**config.mk**
```make
export PLATFORM = sky130hd
export DESIGN_NAME = vend_credit_ctrl
export DESIGN_NICKNAME = d
export VERILOG_FILES = /design/src/rtl/vend_pkg.sv /design/src/rtl/vend_change_pick.sv /design/src/rtl/vend_credit_ctrl.sv
export SDC_FILE = /design/constraint.sdc
export NUM_CORES = 1
export LEC_CHECK = 0
export BUFFER_PORTS_ARGS = -buffer_cell sky130_fd_sc_hd__buf_2
export CAP_MARGIN = 20
export CORE_MARGIN = 3
export CORE_UTILIZATION = 56
export DETAILED_ROUTE_END_ITERATION = 8
export PLACE_DENSITY = 0.81
export SYNTH_ARGS = -nofsm -noshare
export SYNTH_HDL_FRONTEND = slang
export SYNTH_HIERARCHICAL = 1
export SYNTH_SLANG_ARGS = --single-unit
```
**constraint.sdc**
```tcl
create_clock -name clk_i -period 3.65 [get_ports clk_i]
set_input_delay 0.73 -clock clk_i [delete_from_list [all_inputs] [get_ports clk_i]]
set_output_delay 0.73 -clock clk_i [all_outputs]
set_load 0.05 [all_outputs]
```
**src/rtl/vend_pkg.sv**
```systemverilog
// Shared types and constants for the vending credit controller.
// Holds the controller state encoding, the coin width and the change denominations.
package vend_pkg;

    localparam int COIN_W = 5;

    typedef enum logic [1:0] {
        IDLE   = 2'd0,
        CREDIT = 2'd1,
        VEND   = 2'd2,
        CHANGE = 2'd3
    } state_t;

    localparam logic [COIN_W-1:0] DENOM_20 = 5'd20;
    localparam logic [COIN_W-1:0] DENOM_10 = 5'd10;
    localparam logic [COIN_W-1:0] DENOM_5  = 5'd5;
    localparam logic [COIN_W-1:0] DENOM_1  = 5'd1;

endpackage

```
**src/rtl/vend_change_pick.sv**
```systemverilog
// Change denomination picker: returns the largest coin of {20, 10, 5, 1}
// that does not exceed the credit still owed, or 0 when nothing is owed.
module vend_change_pick
    import vend_pkg::*;
#(
    parameter int CREDIT_W = 6
) (
    input  logic [CREDIT_W-1:0] credit,
    output logic [COIN_W-1:0]   coin
);

    localparam logic [CREDIT_W-1:0] D20 = CREDIT_W'(DENOM_20);
    localparam logic [CREDIT_W-1:0] D10 = CREDIT_W'(DENOM_10);
    localparam logic [CREDIT_W-1:0] D5  = CREDIT_W'(DENOM_5);
    localparam logic [CREDIT_W-1:0] D1  = CREDIT_W'(DENOM_1);

    // Greedy pick, largest denomination first.
    always_comb begin
        // NOTE: default assignment first so every path drives coin and no latch is inferred.
        coin = '0;
        if (credit >= D20) begin
            coin = DENOM_20;
        end else if (credit >= D10) begin
            coin = DENOM_10;
        end else if (credit >= D5) begin
            coin = DENOM_5;
        end else if (credit >= D1) begin
            coin = DENOM_1;
        end
    end

endmodule

```
**src/rtl/vend_credit_ctrl.sv**
```systemverilog
// Vending machine credit controller: accumulates deposits, arbitrates
// cancel / select / deposit, pulses a vend and pays change coin by coin.
// Optional build macro VEND_TIMEOUT_EN adds an auto-refund after
// TIMEOUT_CYC idle cycles in CREDIT; without it timeout_o is tied 0.
module vend_credit_ctrl
    import vend_pkg::*;
#(
    parameter int CREDIT_W    = 6,
    parameter int CREDIT_MAX  = 50,
    parameter int PRICE0      = 15,
    parameter int PRICE1      = 25,
    parameter int PRICE2      = 30,
    parameter int PRICE3      = 45,
    parameter int TIMEOUT_CYC = 1000
) (
    input  logic                clk_i,
    input  logic                rst_i,
    input  logic                deposit_valid_i,
    input  logic [COIN_W-1:0]   deposit_i,
    input  logic                sel_valid_i,
    input  logic [1:0]          sel_i,
    input  logic                cancel_i,
    input  logic                change_ready_i,
    output logic [CREDIT_W-1:0] credit_o,
    output logic                vend_o,
    output logic [1:0]          vend_item_o,
    output logic                change_valid_o,
    output logic [COIN_W-1:0]   change_coin_o,
    output logic                reject_o,
    output logic                insufficient_o,
    output logic                busy_o,
    output logic                timeout_o
);

    function automatic logic [CREDIT_W-1:0] price_of(input logic [1:0] idx);
        case (idx)
            2'd0:    price_of = CREDIT_W'(PRICE0);
            2'd1:    price_of = CREDIT_W'(PRICE1);
            2'd2:    price_of = CREDIT_W'(PRICE2);
            default: price_of = CREDIT_W'(PRICE3);
        endcase
    endfunction

    state_t              state;
    logic [CREDIT_W-1:0] credit;
    logic [1:0]          sel_q;
    logic [COIN_W-1:0]   coin;
    logic [CREDIT_W:0]   dep_sum;
    logic                dep_event;
    logic                dep_fits;
    logic                sel_served;
    logic                timer_hit;
    logic [CREDIT_W-1:0] vend_price;

    // Sum is one bit wider than credit so an overflowing deposit is visible.
    assign dep_sum    = {1'b0, credit} + (CREDIT_W+1)'(deposit_i);
    assign dep_fits   = dep_sum <= (CREDIT_W+1)'(CREDIT_MAX);
    assign dep_event  = deposit_valid_i && (deposit_i != '0);
    assign sel_served = sel_valid_i && (state == CREDIT) && (credit >= price_of(sel_i));
    assign vend_price = price_of(sel_q);

    vend_change_pick #(
        .CREDIT_W (CREDIT_W)
    ) u_pick (
        .credit (credit),
        .coin   (coin)
    );

    // Moore-decoded outputs; no input reaches an output without a register.
    assign credit_o       = credit;
    assign vend_o         = (state == VEND);
    assign vend_item_o    = sel_q;
    assign change_valid_o = (state == CHANGE);
    assign change_coin_o  = coin;
    assign busy_o         = (state == VEND) || (state == CHANGE);

`ifdef VEND_TIMEOUT_EN
    localparam int TMR_W = (TIMEOUT_CYC > 1) ? $clog2(TIMEOUT_CYC) : 1;

    logic [TMR_W-1:0] timer;
    logic             dep_accept;

    assign dep_accept = dep_event && dep_fits && !sel_served;
    assign timer_hit  = (state == CREDIT) && (timer == TMR_W'(TIMEOUT_CYC - 1));

    // Idle counter in CREDIT; any user activity or leaving CREDIT restarts it.
    always_ff @(posedge clk_i) begin
        if (rst_i || state != CREDIT || cancel_i || timer_hit || sel_valid_i || dep_accept) begin
            timer <= '0;
        end else begin
            timer <= timer + TMR_W'(1);
        end
    end

    // Timeout pulse; a simultaneous cancel claims the refund instead.
    always_ff @(posedge clk_i) begin
        if (rst_i) begin
            timeout_o <= 1'b0;
        end else begin
            timeout_o <= timer_hit && !cancel_i;
        end
    end
`else
    assign timer_hit = 1'b0;
    assign timeout_o = 1'b0;
`endif

    // Controller FSM with the credit register and the refusal pulses.
    always_ff @(posedge clk_i) begin
        // NOTE: reset is sampled on the clock edge, so it sits inside the clocked block.
        if (rst_i) begin
            state          <= IDLE;
            credit         <= '0;
            sel_q          <= '0;
            reject_o       <= 1'b0;
            insufficient_o <= 1'b0;
        end else begin
            // NOTE: non-blocking assignments so every register samples pre-edge values.
            reject_o       <= 1'b0;
            insufficient_o <= 1'b0;
            unique case (state)
                IDLE, CREDIT: begin
                    if (cancel_i && state == CREDIT) begin
                        state <= CHANGE;
                    end else if (timer_hit) begin
                        state <= CHANGE;
                    end else if (sel_served) begin
                        state    <= VEND;
                        sel_q    <= sel_i;
                        reject_o <= dep_event;
                    end else begin
                        insufficient_o <= sel_valid_i;
                        if (dep_event) begin
                            if (dep_fits) begin
                                credit <= dep_sum[CREDIT_W-1:0];
                                state  <= CREDIT;
                            end else begin
                                reject_o <= 1'b1;
                            end
                        end
                    end
                end
                VEND: begin
                    reject_o <= dep_event;
                    credit   <= credit - vend_price;
                    state    <= (credit == vend_price) ? IDLE : CHANGE;
                end
                CHANGE: begin
                    reject_o <= dep_event;
                    if (change_ready_i) begin
                        credit <= credit - CREDIT_W'(coin);
                        if (credit == CREDIT_W'(coin)) begin
                            state <= IDLE;
                        end
                    end
                end
                default: state <= IDLE;
            endcase
        end
    end

endmodule

```
==> results by group, run 1 <==
Logic synthesis
  – Yosys warns: 6
  – Syn Std Cell Area: 0.00168 mm2
  – Top FF cell, synth: dfxtp_1
  – Synth top area share: 0.186
  – Synth area leaders: ha_1, dfxtp_1, inv_1
  – Synth Area per Inst: 8.12 um2
  – Area leader, netlist: ha_1
  – Cell variety after synth: 52
  – Post-synth EDFFs: 0
  – Synthesized flop and latch total: 12
  – Syn Nets: 248
  – Post-Syn Instances: 207
  – Sequential area share after synthesis: 0.143
  – Fraction of registers with async set/reset: 0

Detailed routing
  – Residual DRC: 0
  – WL met3: 302 um
  – Vias per std cell: 6.14
  – Post-DRT Antenna Nets: 0
  – Max Used Layer: met4
  – Met1 Wirelength: 1.75 mm
  – Via count: 1627
  – Total Wirelength: 4.10 mm
  – Met2 wire length: 1.98 mm
  – Wire per inst: 15.5 um
  – DRT Pass-1 Iters: 4
  – Initial drt markers: 121

Critical path
  – RR Endpoint: state[1]$_SDFFE_PP0P_
  – Crit path cell chain: buf_2 > ha_1 > fa_1 > a211oi_2 > o21ai_0 > o22a_1 > o31a_1 > a21oi_4 > mux2_4
  – Critical path's slowest cell: fa_1
  – Critical-path maximum fanout: 6
  – R2r startpoint: credit_o[5]$_SDFFE_PP0P_
  – Cell count of the worst reg-to-reg path: 9
  – FF-to-FF setup slack: 0.83 ns
  – WS Path Type: in -> reg
  – CP top delay family: compound AO/OA/AOI/OAI gates
  – Worst EP required: 3.81 ns
  – Crit path DAT: 3.04 ns
  – Buffer and inverter count on the worst path: 1
  – CP startpoint kind: input pin
  – Critical path's largest stage delay: 0.42 ns
  – CP endpoint kind: flip-flop

Worst hold path
  – Hold EP: vend_item_o[1]$_SDFFE_PP0P_
  – Worst hold start: vend_item_o[1]$_SDFFE_PP0P_
  – Worst Hold Depth: 2
  – HP Class: reg -> reg

Clocking
  – Clock latency on the worst-skew pair: 0.26 ns
  – H-tree levels: 1
  – CTS Hold Buffers Added: 0
  – Worst-path clk slew: 0.07 ns
  – Clock Path Buffers: 2
  – CTS Buf Count: 3
  – # resized after CTS: 0
  – CTS tree: done
  – Clk sinks: 12
  – Root Buffer Master: clkbuf_4
  – # Post-CTS Setup Buffers: 0

Power
  – Switching part of the total: 0.565
  – Pwr/cell area: 886 mW/mm2
  – P_sw: 944 uW
  – Internal power: 729 uW
  – Worst VDD drop: 0.000491 V
  – Leak: 0.841 nW
  – Clock power frac: 0.047
  – Combinational share of power: 0.789
  – Flop pwr share: 0.164

Final layout
  – Design area: 0.00189 mm2
  – Fraction of layout cells with a size suffix above 1: 0.201
  – Layout fillers: 234
  – P&R area growth vs syn: 12.4%
  – Diode count: 0
  – Final #Nets: 277

Timing
  – Fin crit period: 2.89 ns
  – Setup Skew: 0.00260 ns
  – Tcrit/Tclk final: 0.791
  – Max-slew violation count: 0
  – Max frequency: 347 MHz
  – Setup violators final: 0
  – Final Hold Viols: 0
  – Max transition margin: 0.549
  – Sum Neg Setup Slack: 0 ns
  – Worst-Margin Slew: 0.675 ns
  – RSZ-0062 raised after global routing: false

Place
  – Placer Congestion: 0.960
  – Placed cell areas: 0.00187 mm2
  – DP HPWL: 3.21 mm
  – Port Buf Inserts: 30

GRT
  – Global Route Usage Sum: 0.232
  – Number of global-route vias before repair: 1480
  – Remaining global-route overflow: 0
  – Pin count of the biggest net entering global routing: 21
  – Antenna violations before repair: 0
  – Global-route wire length before repair: 6.51 mm

Floorplan
  – Starting density of the core: 0.599
  – Boundary Pins: 32
  – Die H: 60.8 um
  – Die area: 0.00369 mm2
  – Die outline width: 60.8 um
  – CORE AREA: 0.00281 mm2
  – Rows: 19

Run
  – MaxCap Viol Count: 0

Outcome
  – Outcome: finished clean
-- power groups by stage --
stage / Clock [mW] / Combinational (mW) / Sequential [mW]
after detailed placement: 0 / 1.31 / 0.276
after floorplan: 0 / 0.993 / 0.332
after global routing: 0.0838 / 1.44 / 0.282
final: 0.0778 / 1.32 / 0.275
after CTS: 0.0803 / 1.32 / 0.274
after global placement: 0 / 1.29 / 0.273
-- layout by cell type, fill, tap and decap left out, types with 3 or more instances in the layout --
master | synthesis | final
nor3_1 | 5 | 5
ha_1 | 25 | 25
nor2b_1 | 7 | 7
o21a_1 | 3 | 3
xnor2_1 | 6 | 6
dfxtp_1 | 12 | 12
nor3b_1 | 3 | 3
nand2b_1 | 4 | 4
o21ai_0 | 9 | 9
fa_1 | 3 | 3
buf_2 | 1 | 30
a31oi_1 | 5 | 5
inv_1 | 20 | 20
o211ai_1 | 4 | 4
buf_4 | 2 | 3
xor2_1 | 3 | 3
a21oi_1 | 9 | 8
nand2_1 | 14 | 14
mux2_4 | 3 | 3
nor2_1 | 15 | 15
mux2i_1 | 7 | 7
clkbuf_4 | 0 | 3
o2111ai_1 | 3 | 3
-- stage by stage --
step | hold slack, ns | utilization | power [mW] | std cells | setup WS, ns
after floorplan | 0.689 | - | 1.33 | 207 | 0.0769
after global placement | 0.561 | 0.665 | 1.57 | 262 | 0.556
after detailed placement | 0.570 | 0.665 | 1.59 | 262 | 0.518
after CTS | 0.587 | 0.673 | 1.67 | 265 | 0.794
after global routing | 0.627 | 0.673 | 1.81 | 265 | 0.655
final | 0.586 | 0.673 | 1.67 | 265 | 0.765
-- final cells by class --
class	instances	area [um2]	area share
sequential	12	240	0.127
inverter	20	75.1	0.0398
multi-input combinational	166	1340	0.709
timing repair buffer	33	173	0.0915
tap	31	38.8	0.0205
clock buffer	3	22.5	0.0119
-- tightest hold or removal path, delay by kind of cell (launching register included) --
| family | cells | cell delay (ns) |
|---|---|---|
| flip-flops | 1 | 0.36 |
| multiplexers | 1 | 0.14 |
| AND/OR/NAND/NOR | 1 | 0.05 |
-- flip-flops by register name, summed over array words and instances (netlist names) --
register and cells:
credit_o 6, state 2, vend_item_o 2, insufficient_o 1, reject_o 1
-- how the worst max path moves through the flow --
stage | from | depth (start not counted) | end
2_1_floorplan | credit_o[1]$_SDFFE_PP0P_ | 12 | credit_o[4]$_SDFFE_PP0P_
6_report | deposit_i[0] | 9 | credit_o[4]$_SDFFE_PP0P_
5_1_grt | deposit_i[0] | 9 | credit_o[0]$_SDFFE_PP0P_
4_1_cts | deposit_i[0] | 9 | credit_o[0]$_SDFFE_PP0P_
3_5_place_dp | deposit_i[0] | 9 | credit_o[0]$_SDFFE_PP0P_
3_3_place_gp | deposit_i[0] | 9 | credit_o[0]$_SDFFE_PP0P_
-- routing by layer --
| metal | global-route usage | up-vias |
|---|---|---|
| met1 | 0.297 | 751 |
| met3 | 0.0426 | 9 |
| li1 | - | 800 |
| met5 | 0 | - |
| met4 | 0.0588 | 0 |
| met2 | 0.400 | 67 |
-- cells by family (layout without fill, tap and decap cells) --
group | count (synthesis) | count (layout) | share of synthesized area
and+or+nand+nor | 63 | 63 | 0.200
AOI/OAI and AO/OA | 55 | 55 | 0.247
buffers and inverters | 29 | 56 | 0.0700
adders and majority gates | 28 | 28 | 0.222
DFF | 12 | 12 | 0.143
muxes | 10 | 10 | 0.0685
xor gates and xnor gates | 9 | 9 | 0.0469
other | 1 | 1 | 0.00223
-- cell usage after synthesis, drive strengths merged, types with 2 or more instances --
cell type / instances
fa: 3
and3: 2
a211oi: 2
inv: 20
o211ai: 4
buf: 3
a2111o: 2
o21bai: 2
nor2: 15
o21ai: 10
nor3b: 3
clkbuf: 6
nand2: 14
a2111oi: 2
nand2b: 4
mux2i: 7
or2: 2
ha: 25
nand3b: 2
nor4: 2
nor3: 5
o31a: 3
a31oi: 5
nor2b: 7
o2111ai: 3
a21oi: 10
dfxtp: 12
mux2: 3
o31ai: 2
xnor2: 6
o21a: 3
xor2: 3
Power figures use the tool's default switching activity.
==> run 2, diff against run 1 <==
Clock period 3.65 ns to 2.75 ns, I/O delays scaled along.
==> run 2 against run 1 <==
Via count is 1.7% higher. Die area stayed put. Clock skew is 0.0017 ns lower. Total power is 44% higher.
==> results by group, run 2 (synthesized netlist as in run 1, its figures left out) <==
Clocking
  – # resized after CTS: 0 (unchanged)
  – CTS Buf Count: 3 (unchanged)
  – Clock latency on the worst-skew pair: 0.30 ns (+0.04 ns)
  – CTS Hold Buffers Added: 0 (unchanged)
  – Clk sinks: 12 (unchanged)
  – # Post-CTS Setup Buffers: 0 (unchanged)
  – H-tree levels: 1 (unchanged)
  – CTS tree: done
  – Clock Path Buffers: 2 (unchanged)
  – Root Buffer Master: clkbuf_4
  – Worst-path clk slew: 0.09 ns (+0.02 ns)

Detailed routing
  – Max Used Layer: met4
  – Residual DRC: 0 (unchanged)
  – Met1 Wirelength: 1.95 mm (+12%)
  – Initial drt markers: 78 (-36%)
  – Vias per std cell: 6.04 (-1.6%)
  – WL met3: 190 um (-37%)
  – Met2 wire length: 2.06 mm (+3.9%)
  – Via count: 1655 (+1.7%)
  – Wire per inst: 15.6 um (+0.94%)
  – Total Wirelength: 4.28 mm (+4.4%)
  – Post-DRT Antenna Nets: 0 (unchanged)
  – DRT Pass-1 Iters: 4 (unchanged)

Timing
  – Fin crit period: 2.60 ns
  – Max transition margin: 0.623 (+0.0741)
  – Min Hold Slack: 0.496 ns (-0.0902 ns)
  – Max frequency: 385 MHz
  – RSZ-0062 raised after global routing: false
  – Setup Skew: 0.000917 ns (-0.00168 ns)
  – Worst-Margin Slew: 0.561 ns (-0.115 ns)
  – Sum Neg Setup Slack: 0 ns (unchanged)
  – Max-slew violation count: 0 (unchanged)
  – Tcrit/Tclk final: 0.944
  – Final setup margin: 0.153 ns (-0.611 ns)
  – Final Hold Viols: 0 (unchanged)
  – Setup violators final: 0 (unchanged)

Floorplan
  – CORE AREA: 0.00281 mm2 (unchanged)
  – Die area: 0.00369 mm2 (unchanged)
  – Boundary Pins: 32 (unchanged)
  – Starting density of the core: 0.599 (unchanged)
  – Die outline width: 60.8 um (unchanged)
  – Rows: 19 (unchanged)
  – Die H: 60.8 um (unchanged)

Worst hold path
  – HP Class: in -> reg

Critical path
  – CP startpoint kind: flip-flop
  – CP endpoint kind: flip-flop
  – CP Capture Point: credit_o[4]$_SDFFE_PP0P_
  – FF-to-FF setup slack: 0.15 ns (-0.68 ns)
  – Crit path DAT: 2.79 ns (-0.25 ns)
  – RR Endpoint: credit_o[4]$_SDFFE_PP0P_
  – WS Path Type: reg -> reg
  – R2r startpoint: credit_o[2]$_SDFFE_PP0P_
  – Worst EP required: 2.95 ns (-0.86 ns)
  – Crit path from: credit_o[2]$_SDFFE_PP0P_
  – Cell count of the worst reg-to-reg path: 11 (+2)
  – Critical-path maximum fanout: 11 (+5)

GRT
  – Antenna violations before repair: 0 (unchanged)
  – Global-route wire length before repair: 7.15 mm (+9.7%)
  – Pin count of the biggest net entering global routing: 19 (-9.5%)
  – Remaining global-route overflow: 0 (unchanged)
  – Global Route Usage Sum: 0.263 (+0.0313)
  – Number of global-route vias before repair: 1571 (+6.1%)

Final layout
  – Multi-input logic area: 0.00137 mm2 (+2.5%)
  – Commonest cells after routing, fill and taps aside: buf_2, ha_1, inv_1
  – Diode count: 0 (unchanged)
  – Largest register FFs: 6 (unchanged)
  – P&R area growth vs syn: 19.7%
  – Final #Nets: 285 (+2.9%)
  – Fraction of layout cells with a size suffix above 1: 0.284 (+0.0831)
  – Commonest non-fill, non-tap cell in the layout: buf_2
  – Register area: 255 um2 (+6.3%)
  – Design area: 0.00201 mm2 (+6.5%)
  – Layout fillers: 254 (+8.5%)
  – Final core occ: 0.717 (+0.0437)

Place
  – Port Buf Inserts: 30 (unchanged)
  – Pre-CTS WS: -0.130 ns (-0.648 ns)
  – Placer Congestion: 0.882 (-8.1%)
  – DP HPWL: 3.39 mm (+5.6%)
  – Placed cell areas: 0.00197 mm2 (+5.6%)

Run
  – MaxCap Viol Count: 0 (unchanged)

Power
  – Leak: 0.894 nW (+6.3%)
  – Worst VDD drop: 0.000567 V (+16%)
  – Pwr/cell area: 1200 mW/mm2 (+35%)

Outcome
  – Outcome: finished clean
[run 2: area by class of cell]
class | count | share of cell area
Clock buffer | 4 | 0.0180
Inverter | 20 | 0.0373
Multi-Input combinational cell | 166 | 0.683
Sequential cell | 12 | 0.127
Tap cell | 31 | 0.0193
Timing Repair Buffer | 41 | 0.116
[run 2: critical path, stage by stage (launching register included)]
cell	delay, ns
dfxtp_4	0.40
or2_4	0.27
a2111oi_4	0.38
ha_2	0.26
inv_2	0.04
fa_2	0.34
a21o_1	0.17
a21oi_2	0.14
xnor2_1	0.07
nand2_1	0.08
a21oi_1	0.06
mux2_4	0.27
[run 2: worst min path at each step]
stage          slack [ns]                      from                   endpoint  cells past startpoint
2_1_floorplan        0.58  credit_o[2]$_SDFFE_PP0P_   credit_o[2]$_SDFFE_PP0P_                      2
3_3_place_gp         0.54  credit_o[2]$_SDFFE_PP0P_   credit_o[2]$_SDFFE_PP0P_                      2
3_5_place_dp         0.57  credit_o[2]$_SDFFE_PP0P_   credit_o[2]$_SDFFE_PP0P_                      2
4_1_cts              0.50               sel_valid_i  insufficient_o$_SDFF_PP0_                      2
5_1_grt              0.51               sel_valid_i  insufficient_o$_SDFF_PP0_                      2
6_report             0.50               sel_valid_i  insufficient_o$_SDFF_PP0_                      2
[run 2: power by group]
part           internal (mW)  switching [mW]
clock network         0.0809          0.0783
registers              0.236           0.133
logic                  0.768            1.11
[run 2: metal layers]
metal,global-route usage,vias up
li1,-,827
met1,0.332,773
met2,0.431,47
met3,0.0489,8
met4,0.127,0
met5,0,-
[run 2: per-stage QoR]
step                std cells  power (mW)
CTS                       274        2.40
global placement          270        2.20
floorplan                 207        1.83
detailed placement        270        2.24
global route              274        2.62
finish                    274        2.41
==> run 3, diff against run 2 <==
Clock period 2.75 ns to 2.7 ns, I/O delays scaled along.
==> run 3 against run 2 <==
Combinational power grew 2%. Sequential share of layout area is essentially flat. Die area is the same. Critical endpoint unchanged. Largest cell class unchanged. Highest routed layer unchanged.
==> results by group, run 3 (synthesized netlist as in run 1, its figures left out) <==
Timing
  – Tcrit/Tclk final: 0.949
  – Max frequency: 390 MHz
  – Max transition margin: 0.596 (-0.0272)
  – RSZ-0062 raised after global routing: false
  – Worst-Margin Slew: 0.601 ns (+0.0405 ns)
  – Setup Skew: 0.00498 ns (+0.00406 ns)
  – Fin crit period: 2.56 ns
  – Max-slew violation count: 0 (unchanged)
  – Min Hold Slack: 0.507 ns (+0.0109 ns)
  – Setup violators final: 0 (unchanged)
  – Final Hold Viols: 0 (unchanged)

Clocking
  – CTS Buf Count: 3 (unchanged)
  – CTS tree: done
  – Clock Path Buffers: 2 (unchanged)
  – H-tree levels: 1 (unchanged)
  – # resized after CTS: 0 (unchanged)
  – # Post-CTS Setup Buffers: 0 (unchanged)
  – Clock latency on the worst-skew pair: 0.28 ns (-0.02 ns)
  – Worst-path clk slew: 0.08 ns (about the same)
  – Clk sinks: 12 (unchanged)
  – CTS Hold Buffers Added: 0 (unchanged)
  – Root Buffer Master: clkbuf_4

Critical path
  – Critical path's slowest cell: fa_1
  – Crit path DAT: 2.74 ns (-0.05 ns)
  – FF-to-FF setup slack: 0.15 ns (about the same)
  – Critical path's largest stage delay: 0.40 ns (about the same)
  – WS Path Type: in -> reg
  – CP startpoint kind: input pin
  – CP endpoint kind: flip-flop
  – Crit path cell chain: buf_2 > ha_1 > fa_1 > a211oi_2 > o21ai_0 > o22a_1 > o31a_1 > a21oi_4 > mux2_4
  – Cell count of the worst reg-to-reg path: 8 (-3)
  – R2r startpoint: credit_o[0]$_SDFFE_PP0P_
  – Critical-path maximum fanout: 4 (-7)
  – RR Endpoint: credit_o[4]$_SDFFE_PP0P_
  – Worst EP required: 2.87 ns (-0.08 ns)

Detailed routing
  – Wire per inst: 15.1 um (-3.1%)
  – Initial drt markers: 68 (-13%)
  – Via count: 1644 (-0.66%)
  – Post-DRT Antenna Nets: 0 (unchanged)
  – Residual DRC: 0 (unchanged)
  – Total Wirelength: 4.14 mm (-3.1%)
  – DRT Pass-1 Iters: 4 (unchanged)
  – Vias per std cell: 6.00 (-0.66%)

Final layout
  – Commonest non-fill, non-tap cell in the layout: buf_2
  – Commonest cells after routing, fill and taps aside: buf_2, ha_1, inv_1
  – Final core occ: 0.715 (-0.00178)
  – Fraction of layout cells with a size suffix above 1: 0.280 (-0.00412)
  – Largest register FFs: 6 (unchanged)
  – Layout fillers: 242 (-4.7%)
  – P&R area growth vs syn: 19.4%
  – Final #Nets: 285 (unchanged)
  – Diode count: 0 (unchanged)

Floorplan
  – Die area: 0.00369 mm2 (unchanged)
  – Boundary Pins: 32 (unchanged)
  – Rows: 19 (unchanged)
  – Die H: 60.8 um (unchanged)
  – CORE AREA: 0.00281 mm2 (unchanged)
  – Starting density of the core: 0.599 (unchanged)
  – Die outline width: 60.8 um (unchanged)

Worst hold path
  – Worst hold start: sel_valid_i
  – HP Class: in -> reg
  – Worst Hold Depth: 2 (unchanged)
  – Hold EP: insufficient_o$_SDFF_PP0_

Power
  – Worst VDD drop: 0.000608 V (+7.2%)
  – Leak: 0.892 nW (-0.25%)
  – Pwr/cell area: 1210 mW/mm2 (+1.2%)

Place
  – Port Buf Inserts: 30 (unchanged)
  – DP HPWL: 3.33 mm (-1.8%)
  – Placer Congestion: 0.826 (-6.4%)

GRT
  – Remaining global-route overflow: 0 (unchanged)
  – Pin count of the biggest net entering global routing: 19 (unchanged)
  – Global-route wire length before repair: 6.59 mm (-7.8%)
  – Number of global-route vias before repair: 1406 (-11%)
  – Global Route Usage Sum: 0.235 (-0.0278)
  – Antenna violations before repair: 0 (unchanged)

Outcome
  – Outcome: finished clean

Run
  – MaxCap Viol Count: 0 (unchanged)
-- run 3: cell counts in the layout (fill, tap and decap cells not counted) --
Identical to the previous run, type by type.
-- run 3: cell type report --
class	instances	area, um2	area share
Sequential cell	12	255	0.127
Multi-Input combinational cell	166	1370	0.682
Tap cell	31	38.8	0.0193
Inverter	20	75.1	0.0374
Timing Repair Buffer	41	233	0.116
Clock buffer	4	36.3	0.0181
-- run 3: how the worst max path moves through the flow --
stage | startpoint | end | cells after the start
4_1_cts | credit_o[2]$_SDFFE_PP0P_ | credit_o[4]$_SDFFE_PP0P_ | 11
6_report | deposit_i[0] | credit_o[4]$_SDFFE_PP0P_ | 9
2_1_floorplan | credit_o[1]$_SDFFE_PP0P_ | credit_o[4]$_SDFFE_PP0P_ | 11
3_5_place_dp | deposit_i[0] | credit_o[4]$_SDFFE_PP0P_ | 9
5_1_grt | credit_o[2]$_SDFFE_PP0P_ | state[1]$_SDFFE_PP0P_ | 10
3_3_place_gp | deposit_i[0] | credit_o[0]$_SDFFE_PP0P_ | 9
-- run 3: per-stage QoR --
stage / instance area (um2) / instances / TNS [ns] / setup WS [ns] / power [mW]
after floorplan: 1740 / 207 / -1.19 / -0.383 / 1.86
after global placement: 1970 / 270 / -0.460 / -0.0942 / 2.24
after detailed placement: 1970 / 270 / -0.856 / -0.161 / 2.27
after CTS: 2010 / 274 / 0 / 0.139 / 2.43
after global routing: 2010 / 274 / 0 / 0.0288 / 2.63
final: 2010 / 274 / 0 / 0.137 / 2.43
-- run 3: critical path: cells and delay by family --
kind / cells / cell delay, ns
buf+inv: 1 / 0.11
compound gates: 5 / 1.16
fa+ha+maj: 2 / 0.62
mux: 1 / 0.32
-- run 3: power breakdown --
part / internal (mW) / switching (mW)
clock network: 0.0820 / 0.0659
registers: 0.240 / 0.126
logic: 0.777 / 1.14
-- run 3: metal layers --
layer / track usage / wire [um] / up-vias
met3: 0.0191 / 292 / 6
met5: 0 / 0 / -
met1: 0.321 / 1840 / 754
met2: 0.394 / 1950 / 62
met4: 0.0712 / 64 / 0
li1: - / - / 822
